**config.mk**
```make
export PLATFORM = sky130hd
export DESIGN_NAME = button_logic_rgb
export DESIGN_NICKNAME = d
export VERILOG_FILES = /design/src/rtl/button_logic_rgb.sv
export SDC_FILE = /design/constraint.sdc
export NUM_CORES = 1
export LEC_CHECK = 0
export ABC_AREA = 1
export CAP_MARGIN = 15
export CORE_ASPECT_RATIO = 0.5
export CORE_MARGIN = 3
export CORE_UTILIZATION = 55
export DETAILED_ROUTE_END_ITERATION = 7
export MAX_ROUTING_LAYER = met4
export PLACE_DENSITY_LB_ADDON = 0.1
export SYNTH_ARGS = -nofsm -noshare
export SYNTH_HDL_FRONTEND = slang
export SYNTH_SLANG_ARGS = --single-unit
```
**constraint.sdc**
```tcl
create_clock -name clk -period 5.6 [get_ports clk]
set_input_delay 0.84 -clock clk [delete_from_list [all_inputs] [get_ports clk]]
set_output_delay 0.84 -clock clk [all_outputs]
set_load 0.02 [all_outputs]
```
**src/rtl/button_logic_rgb.sv**
```systemverilog
// button_logic_rgb: debounced buttons drive a logic op, a saturating level bar and RGB mode LEDs; define BUTTON_LOGIC_RGB_PWM_EN for PWM dimming
module button_logic_rgb #(
    parameter int LED_W           = 16,
    parameter int DEBOUNCE_CYCLES = 500000
) (
    input  logic             clk,
    input  logic             reset,
    input  logic             btnc,
    input  logic             btnl,
    input  logic             btnr,
    input  logic             btnu,
    input  logic             btnd,
    output logic [LED_W-1:0] led,
    output logic             led16_r,
    output logic             led16_g,
    output logic             led16_b,
    output logic             led17_r,
    output logic             led17_g,
    output logic             led17_b
);
    localparam int N  = LED_W - 1;
    localparam int CW = $clog2(DEBOUNCE_CYCLES);

    logic [4:0]   raw, s1, s2, deb;
    logic [2:0]   cud, cud_q, rise;
    logic [1:0]   mode;
    logic [N-1:0] level;
    logic         op, on;
    logic [2:0]   colour;

    assign raw = {btnd, btnu, btnr, btnl, btnc};
    assign cud = {deb[4], deb[3], deb[0]};

    // two-flop synchroniser for the raw button pins
    always_ff @(posedge clk or posedge reset) begin
        if (reset) begin
            s1 <= '0;
            s2 <= '0;
        end else begin
            s1 <= raw;
            s2 <= s1;
        end
    end

    for (genvar g = 0; g < 5; g++) begin : g_deb
        logic [CW-1:0] cnt;
        logic          state;
        assign deb[g] = state;
        // state flips only after DEBOUNCE_CYCLES consecutive disagreeing samples
        always_ff @(posedge clk or posedge reset) begin
            if (reset) begin
                cnt   <= '0;
                state <= 1'b0;
            end else if (s2[g] == state) begin
                cnt <= '0;
            end else if (cnt == CW'(DEBOUNCE_CYCLES - 1)) begin
                cnt   <= '0;
                state <= ~state;
            end else begin
                cnt <= cnt + 1'b1;
            end
        end
    end

    // registered rise pulses for C, U and D
    always_ff @(posedge clk or posedge reset) begin
        if (reset) begin
            cud_q <= '0;
            rise  <= '0;
        end else begin
            cud_q <= cud;
            rise  <= cud & ~cud_q;
        end
    end

    // mode wraps naturally; level saturates and ignores simultaneous U+D
    always_ff @(posedge clk or posedge reset) begin
        if (reset) begin
            mode  <= '0;
            level <= '0;
        end else begin
            mode <= mode + {1'b0, rise[0]};
            if (rise[1] && !rise[2] && level != '1)
                level <= level + 1'b1;
            else if (rise[2] && !rise[1] && level != '0)
                level <= level - 1'b1;
        end
    end

    // selected logic operation and mode colour
    always_comb begin
        op     = mode == 2'd0 ? deb[1] ^ deb[2] :
                 mode == 2'd1 ? deb[1] & deb[2] :
                 mode == 2'd2 ? deb[1] | deb[2] : ~(deb[1] & deb[2]);
        colour = mode == 2'd0 ? 3'b100 :
                 mode == 2'd1 ? 3'b010 :
                 mode == 2'd2 ? 3'b001 : 3'b111;
    end

`ifdef BUTTON_LOGIC_RGB_PWM_EN
    logic [N-1:0] pwm_cnt;
    // free-running PWM ramp compared against the level
    always_ff @(posedge clk or posedge reset) begin
        if (reset)
            pwm_cnt <= '0;
        else
            pwm_cnt <= pwm_cnt + 1'b1;
    end
    assign on = pwm_cnt < level;
`else
    assign on = 1'b1;
`endif

    // output register stage
    always_ff @(posedge clk or posedge reset) begin
        if (reset) begin
            led                         <= '0;
            {led16_r, led16_g, led16_b} <= '0;
            {led17_r, led17_g, led17_b} <= '0;
        end else begin
            led                         <= {level, op};
            {led16_r, led16_g, led16_b} <= colour & {3{on}};
            {led17_r, led17_g, led17_b} <= {op, deb[1], deb[2]} & {3{on}};
        end
    end
endmodule

```
==> results of run 1 <==
==> routing by layer <==
metal | track usage | vias to the layer above
met2 | 0.335 | 133
met1 | 0.315 | 3062
met4 | 0.0492 | 0
li1 | - | 3295
met3 | 0.0571 | 11
met5 | - | -
==> worst max-delay path by stage <==
stage	slack (ns)	end	cells past startpoint
finish	3.04	level[14]$_DFFE_PP0P_	15
global route	2.79	level[14]$_DFFE_PP0P_	13
CTS	3.07	level[14]$_DFFE_PP0P_	13
detailed placement	3.08	g_deb[3].cnt[8]$_DFF_PP0_	3
global placement	3.11	g_deb[3].cnt[7]$_DFF_PP0_	3
floorplan	0.61	cud_q[0]$_DFF_PP0_	1
==> state kept, by name, indices dropped and copies added (netlist names) <==
register	count
led	16
led16_b	1
led17_b	1
g_deb.cnt	95
led17_g	1
s2	5
s1	5
mode	2
cud_q	3
rise	3
g_deb.state	5
led16_r	1
level	15
led16_g	1
==> Yosys cell counts (4+ instances only) <==
| cell | count | area, sq um |
|---|---|---|
| nand4_1 | 40 | 250 |
| nor3b_2 | 5 | 62.6 |
| nor2_2 | 11 | 68.8 |
| nor3b_1 | 5 | 37.5 |
| inv_2 | 10 | 37.5 |
| nor2_1 | 175 | 657 |
| ha_1 | 24 | 300 |
| xnor2_1 | 5 | 43.8 |
| nand2_1 | 206 | 773 |
| o21ai_1 | 6 | 30.0 |
| nand3_2 | 5 | 50.1 |
| nand2_2 | 4 | 25.0 |
| xor2_1 | 45 | 394 |
| nand3_1 | 52 | 260 |
| a21oi_1 | 25 | 125 |
| nor2_4 | 9 | 101 |
| nor4_1 | 5 | 31.3 |
| o21a_1 | 7 | 52.6 |
| nor3_1 | 30 | 150 |
| a31oi_1 | 5 | 31.3 |
| inv_1 | 123 | 462 |
| nor3_2 | 4 | 40.0 |
| dfrtp_1 | 154 | 3850 |
| o21ai_0 | 18 | 90.1 |
==> kinds of logic (layout without fill, tap and decap cells) <==
family	count (synthesis)	in the layout	synth area share
AO/OA/AOI/OAI	70	70	0.0504
XOR/XNOR	50	50	0.0536
adder cells (fa/ha/maj)	25	25	0.0392
buffers and inverters	142	197	0.0690
flip-flops	154	154	0.472
multiplexers	1	1	0.00122
AND/OR/NAND/NOR	559	559	0.315
==> report_power, final <==
group | internal [mW] | switching (mW)
Clock | 0.634 | 0.488
Combinational | 0.0146 | 0.0461
Sequential | 1.12 | 0.00906
==> worst reg2reg max path, stage by stage (launching register included) <==
cell and delay, ns:
dfrtp_1 0.45, nand2_1 0.08, nor2_1 0.11, nand2_1 0.11, o21ai_4 0.46, ha_1 0.40
nand2_1 0.11, nand2_1 0.07, nand2_1 0.07, nand3_1 0.15, nand2_1 0.13, nand3_1 0.10
nand2_1 0.08, nand2_1 0.05, nand2_1 0.05, inv_1 0.03
==> layout make-up <==
class	count	area, sq um	share of cell area
sequential	154	3850	0.417
multi-input combinational	705	3750	0.406
inverter	135	514	0.0557
clock buffer	18	439	0.0475
timing repair buffer	30	295	0.0320
tap	192	240	0.0260
clock inverter	14	140	0.0152
==> stage by stage <==
| stage | std cells | worst slack [ns] |
|---|---|---|
| finish | 1248 | 3.04 |
| global route | 1248 | 2.79 |
| CTS | 1248 | 3.07 |
| detailed placement | 1216 | 3.08 |
| global placement | 1216 | 3.11 |
| floorplan | 1001 | 0.610 |
==> qor.yml, run 1 <==
setup_viol: 0
worst-path-buf-inv: 1
insertion_delay_ns: 0.42
rr_worst_depth: 15
drt_first_pass_iters: 7
cts_tree: "done"
endpoint_kind: "register"
slew_headroom: 0.480
cp.arrival_ns: 2.88
io_buffers: 28
postCtsSetupRepairBufs: 0
root_buffer: "clkbuf_16"
grt_max_degree: 85
totalWireLength_mm: 16.7
maxCapViolations: 0
n_fill_cell: 1194
cts_inserted_buffers: 17
ctsResizeCount: 0
crit_fanout: 14
grt_pass1_wl_mm: 29.4
skew_ns: 0.0104
required_ns: 5.92
drive_above_1_share: 0.0852
fmax_ghz: 0.390
finalHoldViolCount: 0
hpwl_mm: 11.9
grt_antenna_before_repair: 0
p_leak_nw: 4.18
slowest_stage: "o21ai_4"
wl_met2_mm: 7.48
ctsLongestPathBuffers: 2
total_power_mw: 2.32
r2r_end: "level[14]$_DFFE_PP0P_"
post-route-util: 0.658
worst_path_largest_cell_delay_ns: 0.46
drc: 0
die_y_microns: 92.2
hold_depth: 0
syn_inst: 1001
grt_setup_unrepaired: "no"
nets: 1075
most-common-layout-cells: "nand2_1 (206), nor2_1 (175), dfrtp_1 (154)"
place_congestion: 0.927
grt_pass1_vias: 6280
pin_count: 29
synth-seq-cells: 154
drt-met1-wl_mm: 8.42
antennaDiodeCount: 0
vias: 6501
whs_ns: 0.348
ir_drop_mv: 0.248
post_synth.cell_area_avg_sq_um: 8.16
crit_top_cell: "nand2_1"
fin_setup_tns_ns: 0
cts.sinks: 154
wl_met3_microns: 731
clk_pin_slew_ns: 0.06
r2r_slack_ns: 3.04
overflow: 0
crit_family: "simple AND/OR/NAND/NOR gates"
area_growth_pct: 13.0
async_flop_share: 1.00
die_area_sq_um: 16400
reg2reg_from: "level[1]$_DFFE_PP0P_"
yosysWarnings: 0
cts_max_level: 4
drt-initial-drc-count: 600
yosysSeqAreaShare: 0.472
synth_ff_type: "dfrtp_1"
final_antenna_net_count: 0
hold-path-endpoint: "s2[4]$_DFF_PP0_"
via_per_inst: 5.21
power_density_nw_per_um2: 251
design_area_sq_um: 9240
top_layer_used: "met4"
worstMarginPinSlew_ns: 0.780
start_kind: "register"
syn_nets: 1033
path_cells: "nand2_1 -> nor2_1 -> nand2_1 -> o21ai_4 -> ha_1 -> nand2_1 -> nand2_1 -> nand2_1 -> nand3_1 -> nand2_1 -> nand3_1 -> nand2_1 -> nand2_1 -> nand2_1 -> inv_1"
min_from: "s1[4]$_DFF_PP0_"
die_x_microns: 178
cts_hold_buffers: 0
dpl_cell_area_sq_um: 8660
start_util: 0.582
grt_usage: 0.226
cp-startpoint: "level[1]$_DFFE_PP0P_"
synth_edf_count: 0
hold_path.class: "reg2reg"
coreArea_sq_um: 14000
min_period_ns: 2.56
final_common_cell: "nand2_1"
timing.final.crit_share: 0.458
status: "completed"
row_count: 30
yosysUniqueCellTypes: 42
path_class: "reg2reg"
netlist_area_sq_um: 8170
wl_per_cell_microns: 13.4
maxSlewViolCount: 0
Power figures use the tool's default switching activity.
==> run 2, diff against run 1 <==
==> constraint.sdc (replaced) <==
create_clock -name clk -period 2.2 [get_ports clk]
set_input_delay 0.33 -clock clk [delete_from_list [all_inputs] [get_ports clk]]
set_output_delay 0.33 -clock clk [all_outputs]
set_load 0.02 [all_outputs]
==> qor.yml, run 2 (synthesis results as in run 1) <==
status: "complete, but fails checks"
violations: "setup timing"
cts_tree: "done"
finalHoldViolCount: 0
min_period_ns: 2.26
die_y_microns: 92.2
drt-initial-drc-count: 526
path_class: "reg2reg"
pwr-share-clk: 0.479
start_util: 0.582
cts_hold_buffers: 0
grt_antenna_before_repair: 0
area_growth_pct: 22.0
wl_per_cell_microns: 13.7
grt_pass1_wl_mm: 29.0
pin_count: 29
endpoint_kind: "register"
p_leak_nw: 4.45
totalWireLength_mm: 17.6
insertion_delay_ns: 0.42
place_congestion: 0.930
multi_input_area_sq_um: 4140
required_ns: 2.51
hpwl_mm: 12.1
power_density_nw_per_um2: 587
start_kind: "register"
whs_ns: 0.295
drive_above_1_share: 0.178
final_common_cell: "nand2_1"
fmax_ghz: 0.442
p_comb_frac: 0.028
ir_drop_mv: 0.569
maxCapViolations: 0
maxSlewViolCount: 0
cts.sinks: 154
cts_max_level: 4
timing.final.crit_share: 1.03
via_per_inst: 5.20
grt_usage: 0.224
io_buffers: 28
worstMarginPinSlew_ns: 0.513
crit_fanout: 6
power.internal_mw: 4.48
ctsLongestPathBuffers: 2
grt_setup_unrepaired: "yes"
setup_viol: 6
p_seq_frac: 0.493
fin_setup_tns_ns: -0.141
drc: 0
largest_register_ffs: 95
cp.arrival_ns: 2.58
clk_pin_slew_ns: 0.07
final_antenna_net_count: 0
root_buffer: "clkbuf_16"
switching_share: 0.236
vias: 6679
grt_max_degree: 42
total_power_mw: 5.86
p_sw_mw: 1.38
hold_path.class: "in2async"
reg_top3: "g_deb.cnt (95), led (16), level (15)"
fin_ws_ns: -0.0628
grt_pass1_vias: 6219
row_count: 30
n_fill_cell: 1042
ff_latch_area_sq_um: 3850
nets: 1111
dpl_cell_area_sq_um: 8940
antennaDiodeCount: 0
skew_ns: 0.00878
design_area_sq_um: 9970
largest-register: "g_deb.cnt"
slew_headroom: 0.657
die_area_sq_um: 16400
overflow: 0
most-common-layout-cells: "nand2_1 (182), nor2_1 (168), dfrtp_1 (154)"
die_x_microns: 178
drt_first_pass_iters: 5
coreArea_sq_um: 14000
cts_inserted_buffers: 17
run 2: cell types whose count changed in the layout (fill, tap and decap cells not counted), sizes merged:
cell      previous run  this run
bufinv               1         0
inv                138       139
clkbuf              18        21
clkinv              10         4
buf                  2        37
clkinvlp             0         4
run 2: repair_timing:
action                     in CTS  in global routing
cloned                          0                  1
pin swaps                       2                 43
setup endpoints to repair       4                 11
buffers inserted                1                  5
gates resized for setup         7                 72
run 2: final timing paths:
kind	slack, ns	endpoint	startpoint	depth (start not counted)
max	-0.06	level[13]$_DFFE_PP0P_	level[4]$_DFFE_PP0P_	13
min	0.30	g_deb[0].cnt[2]$_DFF_PP0_	reset	2
max reg2reg	-0.06	level[13]$_DFFE_PP0P_	level[4]$_DFFE_PP0P_	13
min reg2reg	0.35	s2[3]$_DFF_PP0_	s1[3]$_DFF_PP0_	0
max in group asynchronous	1.34	g_deb[1].cnt[16]$_DFF_PP0_	reset	3
min in group clk	0.34	s1[1]$_DFF_PP0_	btnl	1
run 2: final cells by class:
class,count,area share
well taps,192,0.0241
flip-flops and latches,154,0.386
repair buffers,66,0.0655
clock inverters,12,0.0104
inverters,135,0.0514
clock buffers,20,0.0468
multi-input cells,705,0.415
run 2: power by group through the flow:
stage / clock (mW) / combinational (mW) / sequential [mW]
finish: 2.80 / 0.167 / 2.89
global route: 2.99 / 0.195 / 2.89
CTS: 2.87 / 0.173 / 2.89
detailed placement: 0 / 0.172 / 2.94
global placement: 0 / 0.168 / 2.94
floorplan: 0 / 0.112 / 2.93
run 2: critical path, stage by stage (launching register included):
cell	delay, ns
dfrtp_1	0.37
nand2_2	0.07
nor3_2	0.20
nand2_2	0.10
o21ai_4	0.22
clkbuf_16	0.21
ha_4	0.18
nand2_1	0.15
nor2_1	0.27
nand3_2	0.12
nand2_1	0.08
nand2_1	0.05
nand3_1	0.08
nand2_1	0.05
run 2: metal layers:
metal | vias up | track usage | routed length, microns
met4 | 0 | 0.0576 | 223
met1 | 3188 | 0.311 | 8540
li1 | 3364 | - | -
met2 | 103 | 0.337 | 8220
met5 | - | - | 0
met3 | 24 | 0.0509 | 595
run 2: stage by stage:
stage                      util  instances  setup WS [ns]
after global placement    0.637       1245         0.0225
after floorplan               -       1001        -0.0749
final                     0.711       1284        -0.0628
after global routing      0.711       1284         -0.173
after detailed placement  0.637       1245        -0.0330
after CTS                 0.680       1278       -0.00241
==> run 3, diff against run 2 <==
==> constraint.sdc (replaced) <==
create_clock -name clk -period 2.91 [get_ports clk]
set_input_delay 0.4365 -clock clk [delete_from_list [all_inputs] [get_ports clk]]
set_output_delay 0.4365 -clock clk [all_outputs]
set_load 0.02 [all_outputs]
==> qor.yml, run 3 (synthesis results as in run 1) <==
crit_top_cell: "nand2_1"
totalWireLength_mm: 16.4
ctsLongestPathBuffers: 2
maxSlewViolCount: 0
drc: 0
start_util: 0.582
grt_antenna_before_repair: 0
maxCapViolations: 0
hold_path.class: "reg2reg"
grt_setup_unrepaired: "no"
path_class: "reg2reg"
antennaDiodeCount: 0
p_sw_mw: 1.11
worstMarginPinSlew_ns: 0.485
switching_share: 0.245
p_leak_nw: 4.19
via_per_inst: 5.22
drive_above_1_share: 0.0852
place_congestion: 0.934
pin_count: 29
root_buffer: "clkbuf_16"
largest-register: "g_deb.cnt"
fin_ws_ns: 0.318
power.internal_mw: 3.43
largest_register_ffs: 95
vias: 6515
slowest_stage: "dfrtp_1"
postCtsSetupRepairBufs: 0
io_buffers: 28
most-common-layout-cells: "nand2_1 (206), nor2_1 (175), dfrtp_1 (154)"
hpwl_mm: 11.6
fmax_ghz: 0.386
timing.final.crit_share: 0.891
total_power_mw: 4.54
skew_ns: 0.0117
grt_pass1_vias: 6233
path_cells: "nand2_1 -> nor2_1 -> nand2_1 -> o21ai_4 -> ha_1 -> a21oi_1 -> nand2_1 -> a21oi_1 -> nand3_1 -> nand2_1 -> nand2_1 -> nand2_1 -> inv_1"
finalHoldViolCount: 0
wl_per_cell_microns: 13.1
final_common_cell: "nand2_1"
coreArea_sq_um: 14000
ctsResizeCount: 0
area_growth_pct: 13.6
cp.arrival_ns: 2.92
grt_usage: 0.221
crit_fanout: 14
worst_path_largest_cell_delay_ns: 0.48
design_area_sq_um: 9280
overflow: 0
status: "completed"
slew_headroom: 0.675
layout.cells.non_filler: 1248
final_antenna_net_count: 0
die_area_sq_um: 16400
insertion_delay_ns: 0.43
grt_max_degree: 92
min_period_ns: 2.59
drt-initial-drc-count: 521
start_kind: "register"
cts_inserted_buffers: 17
p_seq_frac: 0.481
row_count: 30
grt_pass1_wl_mm: 28.7
dpl.cell_count: 1216
n_fill_cell: 1163
cts_max_level: 4
cts_hold_buffers: 0
dpl_cell_area_sq_um: 8680
ir_drop_mv: 0.422
p_comb_frac: 0.026
clk_pin_slew_ns: 0.07
pre_cts_slack_ns: 0.381
cts_tree: "done"
pwr-share-clk: 0.493
fin_setup_tns_ns: 0
reg_top3: "g_deb.cnt (95), led (16), level (15)"
required_ns: 3.24
die_y_microns: 92.2
die_x_microns: 178
drt_first_pass_iters: 5
nets: 1075
setup_viol: 0
endpoint_kind: "register"
cts.sinks: 154
power_density_nw_per_um2: 489
-- run 3: routing by layer --
| layer | vias up | track usage | wire, microns |
|---|---|---|---|
| met5 | - | - | 0 |
| met4 | 0 | 0.0790 | 259 |
| met3 | 25 | 0.0558 | 848 |
| met2 | 137 | 0.325 | 7210 |
| met1 | 3050 | 0.298 | 8040 |
| li1 | 3303 | - | - |
-- run 3: layout make-up --
type	count	area, sq um	share of cell area
Clock buffer	17	425	0.0458
Multi-Input combinational cell	705	3750	0.404
Tap cell	192	240	0.0259
Clock inverter	15	176	0.0190
Timing Repair Buffer	30	320	0.0345
Inverter	135	513	0.0553
Sequential cell	154	3850	0.415
-- run 3: critical path, delay by kind of cell (launching register included) --
family	cells	cell delay, ns
adders and majority gates	1	0.38
DFF	1	0.48
AOI/OAI and AO/OA	3	0.84
buffers and inverters	1	0.03
and+or+nand+nor	8	0.75
-- run 3: through the flow --
step                      hold WS [ns]  utilization
final                            0.349        0.661
after global routing             0.370        0.661
after floorplan                  0.331            -
after CTS                        0.352        0.661
after global placement           0.333        0.618
after detailed placement         0.337        0.618
-- run 3: final timing paths --
| kind | startpoint | endpoint | slack [ns] | cells past startpoint |
|---|---|---|---|---|
| max in group asynchronous | reset | g_deb[4].cnt[13]$_DFF_PP0_ | 1.99 | 3 |
| worst min register to register | s1[3]$_DFF_PP0_ | s2[3]$_DFF_PP0_ | 0.35 | 0 |
| min in group asynchronous | reset | s1[1]$_DFF_PP0_ | 0.49 | 3 |
| worst max-delay path | level[1]$_DFFE_PP0P_ | level[14]$_DFFE_PP0P_ | 0.32 | 13 |
| worst max register to register | level[1]$_DFFE_PP0P_ | level[14]$_DFFE_PP0P_ | 0.32 | 13 |
| worst min-delay path | s1[3]$_DFF_PP0_ | s2[3]$_DFF_PP0_ | 0.35 | 0 |
-- run 3: power by group through the flow --
stage | clock network, mW | registers [mW] | logic [mW]
global route | 2.39 | 2.18 | 0.140
detailed placement | 0 | 2.22 | 0.123
finish | 2.24 | 2.18 | 0.119
floorplan | 0 | 2.22 | 0.0844
global placement | 0 | 2.22 | 0.121
CTS | 2.29 | 2.18 | 0.124
